<file path="config.mk">
export PLATFORM = sky130hd
export DESIGN_NAME = watch_alarm_ctrl
export DESIGN_NICKNAME = d
export VERILOG_FILES = /design/src/rtl/watch_alarm_ctrl.sv
export SDC_FILE = /design/constraint.sdc
export NUM_CORES = 1
export LEC_CHECK = 0
export ABC_AREA = 1
export CORE_UTILIZATION = 26
export CTS_CLUSTER_DIAMETER = 100
export DETAILED_ROUTE_END_ITERATION = 8
export PLACE_DENSITY = 0.55
export SYNTH_ARGS = -nofsm -noshare
export SYNTH_HDL_FRONTEND = slang
export SYNTH_SLANG_ARGS = --single-unit
</file>
<file path="constraint.sdc">
create_clock -name Clk_5sec -period 2.6 [get_ports Clk_5sec]
set_input_delay 0.39 -clock Clk_5sec [delete_from_list [all_inputs] [get_ports Clk_5sec]]
set_output_delay 0.39 -clock Clk_5sec [all_outputs]
set_load 0.02 [all_outputs]
</file>
<file path="src/rtl/watch_alarm_ctrl.sv">
// Alarm controller beside the watch counter: set/arm via buttons,
// match against live time, ring with auto-stop and snooze.
module watch_alarm_ctrl #(
    parameter int RING_TICKS = 12,
    parameter int SNOOZE_MIN = 5
) (
    input  logic       Clk_5sec,
    input  logic       reset,
    input  logic [5:0] seconds,
    input  logic [5:0] minutes,
    input  logic [4:0] hours,
    input  logic       mode_btn,
    input  logic       inc_btn,
    input  logic       stop_btn,
    input  logic       snooze_btn,
    output logic [4:0] alarm_hours,
    output logic [5:0] alarm_minutes,
    output logic       alarm_armed,
    output logic       ringing,
    output logic [2:0] state
);

    localparam int CW = (RING_TICKS > 1) ? $clog2(RING_TICKS) : 1;

    typedef enum logic [2:0] {
        IDLE    = 3'd0,
        SET_HR  = 3'd1,
        SET_MIN = 3'd2,
        RINGING = 3'd3,
        SNOOZE  = 3'd4
    } state_t;

    state_t      state_q;
    logic [4:0]  alarm_hr_q;
    logic [5:0]  alarm_min_q;
    logic        armed_q;
    logic        ringing_q;
    logic [CW-1:0] ring_cnt_q;
    logic [4:0]  snz_hr_q;
    logic [5:0]  snz_min_q;
    logic        mode_prev_q;
    logic        inc_prev_q;
    logic        stop_prev_q;
    logic        snz_prev_q;

    logic        mode_p;
    logic        inc_p;
    logic        stop_p;
    logic        snz_p;
    logic        alarm_hit;
    logic        snz_hit;
    logic        ring_last;
    logic [6:0]  snz_sum;
    logic        snz_wrap;
    logic [5:0]  snz_min_d;
    logic [4:0]  snz_hr_d;
    logic [4:0]  alarm_hr_d;
    logic [5:0]  alarm_min_d;

    // Rising-edge presses and time comparisons for this edge
    always_comb begin
        mode_p    = mode_btn & ~mode_prev_q;
        inc_p     = inc_btn & ~inc_prev_q;
        stop_p    = stop_btn & ~stop_prev_q;
        snz_p     = snooze_btn & ~snz_prev_q;
        alarm_hit = (hours == alarm_hr_q) && (minutes == alarm_min_q)
                    && (seconds == 6'd0);
        snz_hit   = (hours == snz_hr_q) && (minutes == snz_min_q)
                    && (seconds == 6'd0);
        ring_last = (ring_cnt_q == CW'(RING_TICKS - 1));
    end

    // Wrapped increments for the alarm fields and the snooze target
    always_comb begin
        alarm_hr_d  = (alarm_hr_q == 5'd23) ? 5'd0 : alarm_hr_q + 5'd1;
        alarm_min_d = (alarm_min_q == 6'd59) ? 6'd0 : alarm_min_q + 6'd1;
        snz_sum     = {1'b0, minutes} + 7'(SNOOZE_MIN);
        snz_wrap    = (snz_sum >= 7'd60);
        snz_min_d   = snz_wrap ? 6'(snz_sum - 7'd60) : snz_sum[5:0];
        snz_hr_d    = hours;
        if (snz_wrap) begin
            snz_hr_d = (hours == 5'd23) ? 5'd0 : hours + 5'd1;
        end
    end

    // Alarm FSM with registered outputs
    always_ff @(posedge Clk_5sec or negedge reset) begin
        if (!reset) begin
            state_q     <= IDLE;
            alarm_hr_q  <= '0;
            alarm_min_q <= '0;
            armed_q     <= 1'b0;
            ringing_q   <= 1'b0;
            ring_cnt_q  <= '0;
            snz_hr_q    <= '0;
            snz_min_q   <= '0;
            mode_prev_q <= 1'b0;
            inc_prev_q  <= 1'b0;
            stop_prev_q <= 1'b0;
            snz_prev_q  <= 1'b0;
        end else begin
            mode_prev_q <= mode_btn;
            inc_prev_q  <= inc_btn;
            stop_prev_q <= stop_btn;
            snz_prev_q  <= snooze_btn;
            unique case (state_q)
                IDLE: begin
                    if (armed_q && alarm_hit) begin
                        state_q    <= RINGING;
                        ringing_q  <= 1'b1;
                        ring_cnt_q <= '0;
                    end else if (mode_p) begin
                        state_q <= SET_HR;
                    end else if (inc_p) begin
                        armed_q <= ~armed_q;
                    end
                end
                SET_HR: begin
                    if (mode_p) begin
                        state_q <= SET_MIN;
                    end else if (inc_p) begin
                        alarm_hr_q <= alarm_hr_d;
                    end
                end
                SET_MIN: begin
                    if (mode_p) begin
                        state_q <= IDLE;
                    end else if (inc_p) begin
                        alarm_min_q <= alarm_min_d;
                    end
                end
                RINGING: begin
                    ring_cnt_q <= ring_cnt_q + CW'(1);
                    if (stop_p) begin
                        state_q   <= IDLE;
                        ringing_q <= 1'b0;
                    end else if (snz_p) begin
                        state_q   <= SNOOZE;
                        ringing_q <= 1'b0;
                        snz_hr_q  <= snz_hr_d;
                        snz_min_q <= snz_min_d;
                    end else if (ring_last) begin
                        state_q   <= IDLE;
                        ringing_q <= 1'b0;
                    end
                end
                SNOOZE: begin
                    if (snz_hit) begin
                        state_q    <= RINGING;
                        ringing_q  <= 1'b1;
                        ring_cnt_q <= '0;
                    end else if (stop_p) begin
                        state_q <= IDLE;
                    end
                end
                default: begin
                    state_q   <= IDLE;
                    ringing_q <= 1'b0;
                end
            endcase
        end
    end

    assign alarm_hours   = alarm_hr_q;
    assign alarm_minutes = alarm_min_q;
    assign alarm_armed   = armed_q;
    assign ringing       = ringing_q;
    assign state         = state_q;

endmodule
</file>
== Word-level counts from Yosys, hierarchy flattened ==
Index checks and enable logic that the tools add are counted.

* $add $sub $neg: 6
* Equality and inequality tests: 19
* Order comparisons: 1
* Multiply operators: 0
* Mux-type cells: 24
* Reductions and logical operators: 16
* Shifts and indexed selects: 0
* Bitwise operators: 13
* Div/mod/pow operators: 0

{| class="wikitable"
|+ Operator list
! cell !! count
|-
| 3-bit two-way mux || 9
|-
| 5-bit two-way mux || 3
|-
| 3-bit case mux with 5 select lines || 1
|-
| 6-bit equality test || 2
|-
| 6-bit two-way mux || 2
|-
| 4-bit case mux with 3 select lines || 1
|-
| 3-bit AND reduction || 4
|-
| 5-bit by 1-bit adder with 5-bit output, second input constant || 2
|-
| 5-bit equality test || 2
|-
| 5-bit equality test, second input constant || 2
|-
| 1-bit NOT || 9
|-
| 4-bit two-way mux || 2
|-
| 2-bit inequality test, second input constant || 4
|-
| 4-bit AND reduction || 2
|-
| 6-bit by 3-bit adder with 7-bit output, second input constant || 1
|-
| 7-bit by 6-bit greater-or-equal comparator with 1-bit output, second input constant || 1
|-
| 6-bit by 1-bit adder with 6-bit output, second input constant || 1
|-
| 3-bit by 2-bit equality test with 1-bit output, second input constant || 2
|-
| 6-bit equality test, second input constant || 1
|-
| 6-bit logical NOT || 1
|-
| 3-bit inequality test, second input constant || 2
|-
| 6-bit subtractor, second input constant || 1
|-
| 1-bit logical AND || 5
|-
| 1-bit two-way mux || 5
|-
| other kinds (11) || 14
|}

* Memories kept: 0
* Bits in registers: 35
* Memory bits (writable): 0
* Output and inout bits: 16
* ROM bits: 0
* Latch bits: 0
* Word-level logic and storage cells: 91
* Bits of input ports: 23

== Depth between registers and ports, before layout ==
* Depth in word-level cells: 6
* Depth in mapped cells: 14
* Depth with buffers taken out: 14

== Least setup slack after synthesis ==
Ideal clock, no wire load.

* Kind: input -> register
* From: in minutes[0]
* To: reg snz_min_q[2]
* Stages: 11
* Buffers on the path: 0
* Slack: 0.829 ns
* Library setup time: 0.118 ns
* Data required time: 2.482 ns
* Arrival time: 1.653 ns
* Cells stage by stage: ha_1 or2_4 nand2_2 ha_1 nand2_1 a21oi_2 nand2_4 nand2_4 nand2_1 nand3_1 nand2_1

* Cells in the longest elaborated chain, start to end: 3
* Elaborated cells between the ends (all ways): 4
* Those cells by class: add/sub: 2; order compare: 1; mux: 1

{| class="wikitable"
|+ Ends and longest elaborated chain
! what !! line !! RTL
|-
| start: declaration || 10 || <nowiki>input logic [5:0] minutes,</nowiki>
|-
| 6-bit by 3-bit adder with 7-bit output * || 77 || <nowiki>snz_sum = {1'b0, minutes} + 7'(SNOOZE_MIN);</nowiki>
|-
| 6-bit subtractor or 7-bit by 6-bit greater-or-equal comparator with 1-bit output (tied branches) || 79, 78 ||
|-
| 6-bit two-way mux * || 79 || <nowiki>snz_min_d = snz_wrap ? 6'(snz_sum - 7'd60) : snz_sum[5:0];</nowiki>
|-
| end signal: assignment || 141 || <nowiki>snz_min_q <= snz_min_d;</nowiki>
|-
| end: declaration || 40 || <nowiki>logic [5:0] snz_min_q;</nowiki>
|}

Every way passes the cells marked *; elsewhere a longest branch is shown, timed or not.
A chain may end at the register's enable or synchronous reset.

== Worst setup path in the final report ==
* From: in minutes[0]
* To: reg snz_hr_q[4]

* Cells in the longest elaborated chain, start to end: 3

{| class="wikitable"
|+ Ends and longest elaborated chain
! what !! line !! RTL
|-
| 6-bit by 3-bit adder with 7-bit output || 77 ||
|-
| 7-bit by 6-bit greater-or-equal comparator with 1-bit output || 78 || <nowiki>snz_wrap = (snz_sum >= 7'd60);</nowiki>
|-
| 5-bit two-way mux || 81 || <nowiki>if (snz_wrap) begin</nowiki>
|-
| end signal: assignment || 140 || <nowiki>snz_hr_q <= snz_hr_d;</nowiki>
|-
| end: declaration || 39 || <nowiki>logic [4:0] snz_hr_q;</nowiki>
|}

No other way between the ends.

==> metrics.md <==
| Metric | Value |
|---|---|
| Largest cells by area after synthesis | dfrtp_1, nand2_1, inv_1 |
| Non-filler instance count after layout | between 500 and 600 |
| Final Max Tran Viols | 0 |
| Iter 0 DRT Violations | between 80 and 90 |
| Vias/cell | roughly 4.5 |
| Status | finished, violations left |
| Worst EP arrival | between 2 and 2.5 ns |
| Mapped Area | between 2000 and 2500 um2 |
| Dpl hpwl | roughly 4400 um |
| TritonCTS clock tree | built |
| All-layer global routing usage | between 10% and 20% |
| Clk_lat worst skew | between 0.2 and 0.3 ns |
| Post-synthesis async set-or-reset flop share | 100.0% |
| Final critical-path share of the clock period | between 70% and 80% |
| Initial antenna violation count | 0 |
| Period minus WS final | roughly 2 ns |
| Post-layout util | 33.95% |
| Post-synthesis instance total | roughly 350 |
| TritonRoute pass-1 iters | 6 |
| Post-synthesis sequential area ratio | 36.36% |
| Share of layout cells above drive strength 1 | 8.142% |
| Pleak | roughly 1.5 nW |
| Crit-path cells | clkdlybuf4s50_1, ha_1, or2_4, nand2_2, ha_1, nand2_1, a21oi_2, nand2_4, nand2_4, nand2_1, nand2_1, nand2_1, nand2_1 |
| Vias | approximately 2200 |
| Final #Nets | around 420 |
| Layout Skew | around 0.0027 ns |
| First-pass GRT wire length | 9860 um |
| Row cnt | 34 |
| Grt total ovfl | 0 |
| Failing checks | design-rule violations |
| Worst Tran Pin Value | between 0.8 and 0.9 ns |
| Critical path startpoint category | input port |
| Crit Path Category | input port to flop |
| Final Power | roughly 2.5 mW |
| Slowest cell on crit path | clkdlybuf4s50_1 |
| # diodes | 0 |
| Routability-driven placement congestion ratio | about 0.81 |
| Cell area after layout | between 3000 and 4000 um2 |
| Max transition margin | between 40% and 50% |
| Die ar. | around 9700 um2 |
| Post-CTS sizing | 0 |
| DP Cell Count | between 400 and 500 |
| Core area | ~8800 um2 |
| Die H | just under 100 um |
| Setup_tns | 0 ns |
| Max-cap violations | 0 |
| Synth top cells by count | nand2_1, inv_1, dfrtp_1 |
| Routed WL | 5728 um |
| EDFF count, synth | 0 |
| Syn avg cell area | between 6 and 7 um2 |
| RSZ-0062 raised after global routing | no |
| Fill cells | slightly below 1000 |
| Synth cell types | 34 |
| DRC Markers | 2 |
| Endpoints failing setup | 0 |
| Crit-path most repeated cell | nand2_1 |
| Largest net degree at the start of global routing | 36 |
| Peak VDD IR | around 370 uV |
| Clock sinks | 35 |
| Synthesis-to-layout area growth | 24.73% |
| Clock Pin Slew Worst Setup and Hold Paths | 0.07 ns |
| YS warnings | 0 |
| Avg WL per Cell | ~11 um |
| Num CTS Buffers | 5 |
| Clk root buf | clkbuf_8 |
| Antenna Nets Post-Route | 0 |
| Post-DP Area | approximately 2900 um2 |
| Initial Util | 27.22% |
| Clock Tree Buf Depth | 2 |
| CP required | around 2.8 ns |
| WHS | approximately 0.19 ns |
| Mapped Nets | 379 |
| Leading area contributor after synthesis | dfrtp_1 |
| Count of state elements after synthesis | 35 |
| Die width | 98.25 um |
| Setup ws final | approximately 0.54 ns |
| Dpl ws | approximately 0.24 ns |
| Setup bufs post-CTS | 0 |
| Kind of end point of the critical path | flop |
| Slowest stage delay, CP | approximately 0.43 ns |
| # port buffers | 38 |
| Vias in the first global route | roughly 2200 |
| Synth top area share | between 30% and 40% |
| Cts hold-fix bufs | 0 |
| Ys flop type | dfrtp_1 |
| H-tree depth | 2 |
| Power Density | approximately 840 nW/um2 |
| Final hold viol count | 0 |
| Crit-path max FO | 9 |
| Fmax | about 490 MHz |
| Worst hold path type | input port to async pin |
| Top-count cell post-synth | nand2_1 |
| IO Pins | 39 |
where the power goes:
part	total [mW]	internal (mW)	switching (mW)
registers	0.947	0.740	0.206
logic	1.12	0.485	0.631
clock network	0.446	0.242	0.204
total	2.51	1.47	1.04
registers in the layout, indices dropped and copies added, names as in the netlist, 3 cells and up:
name	flops
alarm_hours	5
alarm_minutes	6
ring_cnt_q	4
snz_hr_q	5
snz_min_q	6
state	3
area by class of cell:
class	instances	area, um2	area share [%]
Sequential cell	35	875.8	29.15
Timing Repair Buffer	41	397.9	13.24
Tap cell	108	135.1	4.498
Inverter	53	201.4	6.706
Clock buffer	8	100.1	3.332
Multi-Input combinational cell	256	1294	43.07
layer usage:
metal | track usage (%) | wire length, um | vias to the layer above
met5 | 0 | 0 | -
met4 | 4.822 | 55 | 0
met1 | 16.02 | 2725 | 1022
met3 | 2.720 | 223 | 8
met2 | 21.51 | 2724 | 43
li1 | - | - | 1172
path summary, 6_finish.rpt:
path,to,slack [ns],startpoint,cells past startpoint
max reg2reg,state[1]$_DFFE_PN0P_,0.95,alarm_minutes[0]$_DFFE_PN0P_,13
min,snz_min_q[3]$_DFFE_PN0P_,0.19,reset,1
min reg2reg,snz_min_q[1]$_DFFE_PN0P_,0.50,snz_min_q[1]$_DFFE_PN0P_,2
max in group asynchronous,alarm_hours[1]$_DFFE_PN0P_,1.88,reset,1
min in group Clk_5sec,snz_min_q[1]$_DFFE_PN0P_,0.50,snz_min_q[1]$_DFFE_PN0P_,2
max,snz_hr_q[4]$_DFFE_PN0P_,0.54,minutes[0],13
cells in the final DEF (no fill, tap or decap), drive strengths merged, types with 4 or more instances in the layout:
master,n
a21oi,6
buf,4
clkbuf,8
clkdlybuf4s50,37
dfrtp,35
ha,7
inv,53
nand2,132
nand3,30
nand4,5
nor2,28
nor3,8
o21ai,13
or2,4
xnor2,8
xor2,6
critical path: cells and delay by family:
family / cells / cell delay [ns]
AND/OR/NAND/NOR: 9 / 0.88
buffers and inverters: 1 / 0.43
adder cells (fa/ha/maj): 2 / 0.40
AO/OA/AOI/OAI: 1 / 0.18
cell families (layout without fill, tap and decap cells):
family          count (synthesis)  count (layout)  synth area share, %
simple gates                  211             211                38.96
compound gates                 24              24                5.714
flops                          35              35                36.36
xor+xnor                       14              14                5.403
fa+ha+maj                       7               7                3.636
buf+inv                        58             102                9.922
(Power assumes the default switching activity.)
==> RTL edit 1, RTL diff (config.mk and constraints unchanged) <==
Add an input register stage for `mode_btn`; this delays it by one clock. The other inputs are not delayed to match.
--- a/src/rtl/watch_alarm_ctrl.sv
+++ b/src/rtl/watch_alarm_ctrl.sv
@@ -30,6 +30,12 @@
         SNOOZE  = 3'd4
     } state_t;
 
+    logic mode_btn_q;
+
+    always_ff @(posedge Clk_5sec) begin
+        mode_btn_q <= mode_btn;
+    end
+
     state_t      state_q;
     logic [4:0]  alarm_hr_q;
     logic [5:0]  alarm_min_q;
@@ -59,7 +65,7 @@
 
     // Rising-edge presses and time comparisons for this edge
     always_comb begin
-        mode_p    = mode_btn & ~mode_prev_q;
+        mode_p    = mode_btn_q & ~mode_prev_q;
         inc_p     = inc_btn & ~inc_prev_q;
         stop_p    = stop_btn & ~stop_prev_q;
         snz_p     = snooze_btn & ~snz_prev_q;
@@ -99,7 +105,7 @@
             stop_prev_q <= 1'b0;
             snz_prev_q  <= 1'b0;
         end else begin
-            mode_prev_q <= mode_btn;
+            mode_prev_q <= mode_btn_q;
             inc_prev_q  <= inc_btn;
             stop_prev_q <= stop_btn;
             snz_prev_q  <= snooze_btn;
Function: changed (Yosys sat finds a counterexample within 4 cycles, from zero or initial values and one cycle with reset low).
==> RTL edit 1 against the unedited design <==
- core utilization grew 0.72 points
- global-route usage grew 0.11 points
- largest power group unchanged
- critical endpoint is now snz_hr_q[0]$_DFFE_PN0P_
- synthesized cell count grew 0.29%
- highest routed layer unchanged
- wire length grew 0.38%
- area after synthesis grew 0.83%
- clock power grew 55%
- sequential power grew 2%
- total power grew 12%
- final area grew 2.6%
- sequential cell count grew 1
- setup slack lost 10 ps
==> RTL edit 1: results (changes against the unedited design) <==
Share of layout cells above drive strength 1: 8.376% (was 8.142%)
Dpl cells: 494 (was 493)
Clock-pin slew on the worst setup and hold paths: 80 ps
CP delay by family, top: simple AND/OR/NAND/NOR gates (unchanged)
Skew final: 4.786 ps (was 2.744 ps)
Post-DR vias/cell: 4.406 (was 4.481)
Worst vdd ir: 455.2 uV (was 371.1 uV)
Seq pwr share: 34.3% (was 37.7%)
Avg Synthesized Cell Area: 6.939 um2 (was 6.901 um2)
WL met3: 148 um (was 223 um)
Overall power: 2.812 mW (was 2.509 mW)
Worst slack at placement: 220.5 ps (was 242.4 ps)
First-pass GRT wire length: 10,170 um (was 9860 um)
Least-Margin Pin Slew: 815.6 ps (was 837.0 ps)
Initial DRC count: 93 (was 82)
Final Wtd Congestion: 0.7983 (was 0.8143)
Post-synth ARST share: 97.22% (was 100.0%)
Post-route insts no fill: 502 (was 501)
Switching share of power: 38.19% (was 41.52%)
Top post-synthesis cells by area: dfrtp_1, nand2_1, inv_1 (unchanged)
Number of global-route vias before repair: 2,213 (was 2,173)
Worst EP arrival: 2260 ps (was 2300 ps)
Final Hold Slack: 172.5 ps (was 190.8 ps)
Worst setup path end: snz_hr_q[0]$_DFFE_PN0P_ (was snz_hr_q[4]$_DFFE_PN0P_)
Clock Power: 0.693 mW (was 0.446 mW)
Outcome: finished clean (was finished, violations left)
Post-Route M1 WL: 2888 um (was 2725 um)
Distinct cells, synth: 35 (was 34)
Reg-to-Reg Start: alarm_minutes[2]$_DFFE_PN0P_ (was alarm_minutes[0]$_DFFE_PN0P_)
DRT Wirelength: 5750 um (was 5728 um)
Met2 wire length: 2667 um (was 2724 um)
Part of the Yosys area used for sequential elements: 36.89% (was 36.36%)
Lkg Pwr: 1.556 nW (was 1.507 nW)
Post-synth net total: 380 (was 379)
Total Routing Usage GR: 12.88% (was 12.77%)
# fillers: 945 (was 975)
Pre-antenna DRT Iters: 4 (was 6)
Clk_lat worst skew: 290 ps (about the same)
M3 GR Usage: 2.837% (was 2.720%)
-- RTL edit 1: changes by cell type after synthesis, sizes merged --
cell   change
dfxtp      +1
-- RTL edit 1: worst reg2reg max path: stages (launching register included) --
cell and delay, ps:
dfrtp_1 410, inv_1 110, nand2_1 80, nand2_1 50, nor2_1 130, nand2_1 70, nor2_1 140, nand2_1 90
nand2_2 90, nand2_1 80, nand2_1 100, nand2_1 80, nand2_1 60, nand2_1 50
-- RTL edit 1: logic make-up after synthesis --
| family | Yosys count | synth area share [%] |
|---|---|---|
| adders and majority gates | 7 | 3.606 |
| xor gates and xnor gates | 14 | 5.358 |
| buffers and inverters | 58 | 9.840 |
| DFF | 36 | 36.89 |
| AOI/OAI and AO/OA | 24 | 5.667 |
| and+or+nand+nor | 211 | 38.64 |
-- RTL edit 1: final cells by class --
class,count,share of cell area [%]
Multi-Input combinational cell,256,41.96
Tap cell,108,4.383
Clock buffer,5,2.232
Clock inverter,3,2.922
Timing Repair Buffer,41,12.91
Sequential cell,36,29.06
Inverter,53,6.534
==> RTL edit 2, RTL diff (same flow settings) <==
Made on the original files. Change the parameter `RING_TICKS` from 12 to 24.
--- a/src/rtl/watch_alarm_ctrl.sv
+++ b/src/rtl/watch_alarm_ctrl.sv
@@ -1,7 +1,7 @@
 // Alarm controller beside the watch counter: set/arm via buttons,
 // match against live time, ring with auto-stop and snooze.
 module watch_alarm_ctrl #(
-    parameter int RING_TICKS = 12,
+    parameter int RING_TICKS = 24,
     parameter int SNOOZE_MIN = 5
 ) (
     input  logic       Clk_5sec,
Function: no difference found for any inputs over 10 cycles, from zero or initial values and one cycle with reset low; that may be too few to reach the edited logic, so the function may still have changed.
==> RTL edit 2 against the unedited design <==
- non-clock buffer count increased by 1
- area after synthesis increased by 3.8%
- highest routed layer unchanged
- wire length increased by 4.5%
- final area increased by 4.3%
- global-route usage decreased by 0.073 points
- synthesized cell count increased by 3.4%
- clock power increased by 13%
- critical path depth increased by 1
- total power increased by 4.5%
- sequential cell count increased by 1
- register-to-register slack improved by 70 ps
- core utilization decreased by 0.20 points
- fmax decreased by 0.98%
- setup slack got worse by 20 ps
==> RTL edit 2: results (changes against the unedited design) <==
Part of the Yosys area used for sequential elements: 36.04% (was 36.36%)
Antenna violations before repair: 0 (unchanged)
DR WL/cell: 11.17 um (was 11.43 um)
Skew final: 5.779 ps (was 2.744 ps)
Share of layout cells above drive strength 1: 10.32% (was 8.142%)
Clk buf depth: 2 (unchanged)
Top FF cell, synth: dfrtp_1 (unchanged)
Area share of fa/ha/maj cells after synthesis: 3.504% (was 3.636%)
Pre-antenna DRT Iters: 4 (was 6)
Internal: 1.539 mW (was 1.467 mW)
Ant. Diodes: 0 (unchanged)
Final Wtd Congestion: 0.8138 (was 0.8143)
Crit. Startpoint: minutes[3] (was minutes[0])
Synth top cells by count: nand2_1, inv_1, dfrtp_1 (unchanged)
Clock-pin slew on the worst setup and hold paths: 80 ps
Fin nets: 436 (was 422)
Worst vdd ir: 315.1 uV (was 371.1 uV)
Worst setup path end: snz_hr_q[3]$_DFFE_PN0P_ (was snz_hr_q[4]$_DFFE_PN0P_)
Largest net degree at the start of global routing: 37 (was 36)
Pwr/cell area: 836.8 nW/um2 (was 835.1 nW/um2)
Dpl cell area: 3025 um2 (was 2904 um2)
R2R depth: 10 (was 13)
Initial DRC count: 92 (was 82)
Total Routing Usage GR: 12.69% (was 12.77%)
Warnings, synthesis: 0 (unchanged)
Worst EP arrival: 2320 ps (was 2300 ps)
Least-Margin Pin Slew: 832.0 ps (was 837.0 ps)
Clk_lat worst skew: 290 ps (about the same)
Post-route insts no fill: 536 (was 501)
Outcome: finished clean (was finished, violations left)
Max_cap viols: 0 (unchanged)
Worst Hold Class: input port to asynchronous set/reset pin (unchanged)
Compound-cell area share of the yosys netlist: 6.607% (was 5.714%)
Distinct cells, synth: 36 (was 34)
Xor/xnor cell area share of the yosys netlist: 4.505% (was 5.403%)
Top post-synthesis cells by area: dfrtp_1, nand2_1, inv_1 (unchanged)
Lkg Pwr: 1.568 nW (was 1.507 nW)
CP delay by family, top: buffers and inverters (was simple AND/OR/NAND/NOR gates)
H-tree depth: 2 (unchanged)
Register-to-register setup slack: 1020 ps (was 950 ps)
IO Port Bufs: 38 (unchanged)
Post-synth net total: 391 (was 379)
Reg-to-Reg Start: mode_prev_q$_DFF_PN0_ (was alarm_minutes[0]$_DFFE_PN0P_)
Multiplexer area fraction after synthesis: 0% (unchanged)
Avg Synthesized Cell Area: 6.925 um2 (was 6.901 um2)
Slowest-stage cell, CP: clkdlybuf4s50_1 (unchanged)
Post-synth ARST share: 100.0% (unchanged)
Seq power: 0.959 mW (was 0.947 mW)
Combinational share of power: 44.2% (was 44.5%)
Post-DR vias/cell: 4.269 (was 4.481)
Root Buffer: clkbuf_8 (unchanged)
Total CTS buffers: 5 (unchanged)
Crit-path max cell delay: 660 ps (was 430 ps)
FF-to-FF End: alarm_minutes[4]$_DFFE_PN0P_ (was state[1]$_DFFE_PN0P_)
Number of global-route vias before repair: 2,284 (was 2,173)
First-pass GRT wire length: 10,220 um (was 9860 um)
Worst slack at placement: 213.7 ps (was 242.4 ps)
Dpl cells: 528 (was 493)
DP HPWL: 4650 um (was 4367 um)
-- RTL edit 2: kinds of logic after synthesis --
| family | Yosys count |
|---|---|
| simple gates | 221 |
| buf+inv | 59 |
| flops | 36 |
| compound gates | 26 |
| xor+xnor | 12 |
| fa+ha+maj | 7 |
-- RTL edit 2: per-layer routing --
metal  routed length [um]  up-vias  share of wire, %  global-route usage, %
li1                     -     1211                 -                      -
met4                   88        0               1.5                  3.010
met5                    0        -                 0                      0
met1                 2913     1023                49                  16.51
met2                 2739       44                46                  21.80
met3                  245       10               4.1                  2.368
-- RTL edit 2: final cells by class --
class	instances	area, um2
inverter	55	206.4
clock inverter	2	35.03
timing repair buffer	42	405.4
multi-input combinational	266	1351
sequential	36	900.9
tap	129	161.4
clock buffer	6	72.57
fill	1027	6151
-- RTL edit 2: through the flow --
stage | util [%] | hold WS (ps)
detailed placement | 32.59 | 491.8
global route | 33.75 | 271.3
CTS | 33.75 | 220.7
floorplan | - | 94.41
finish | 33.75 | 196.1
global placement | 32.59 | 484.9
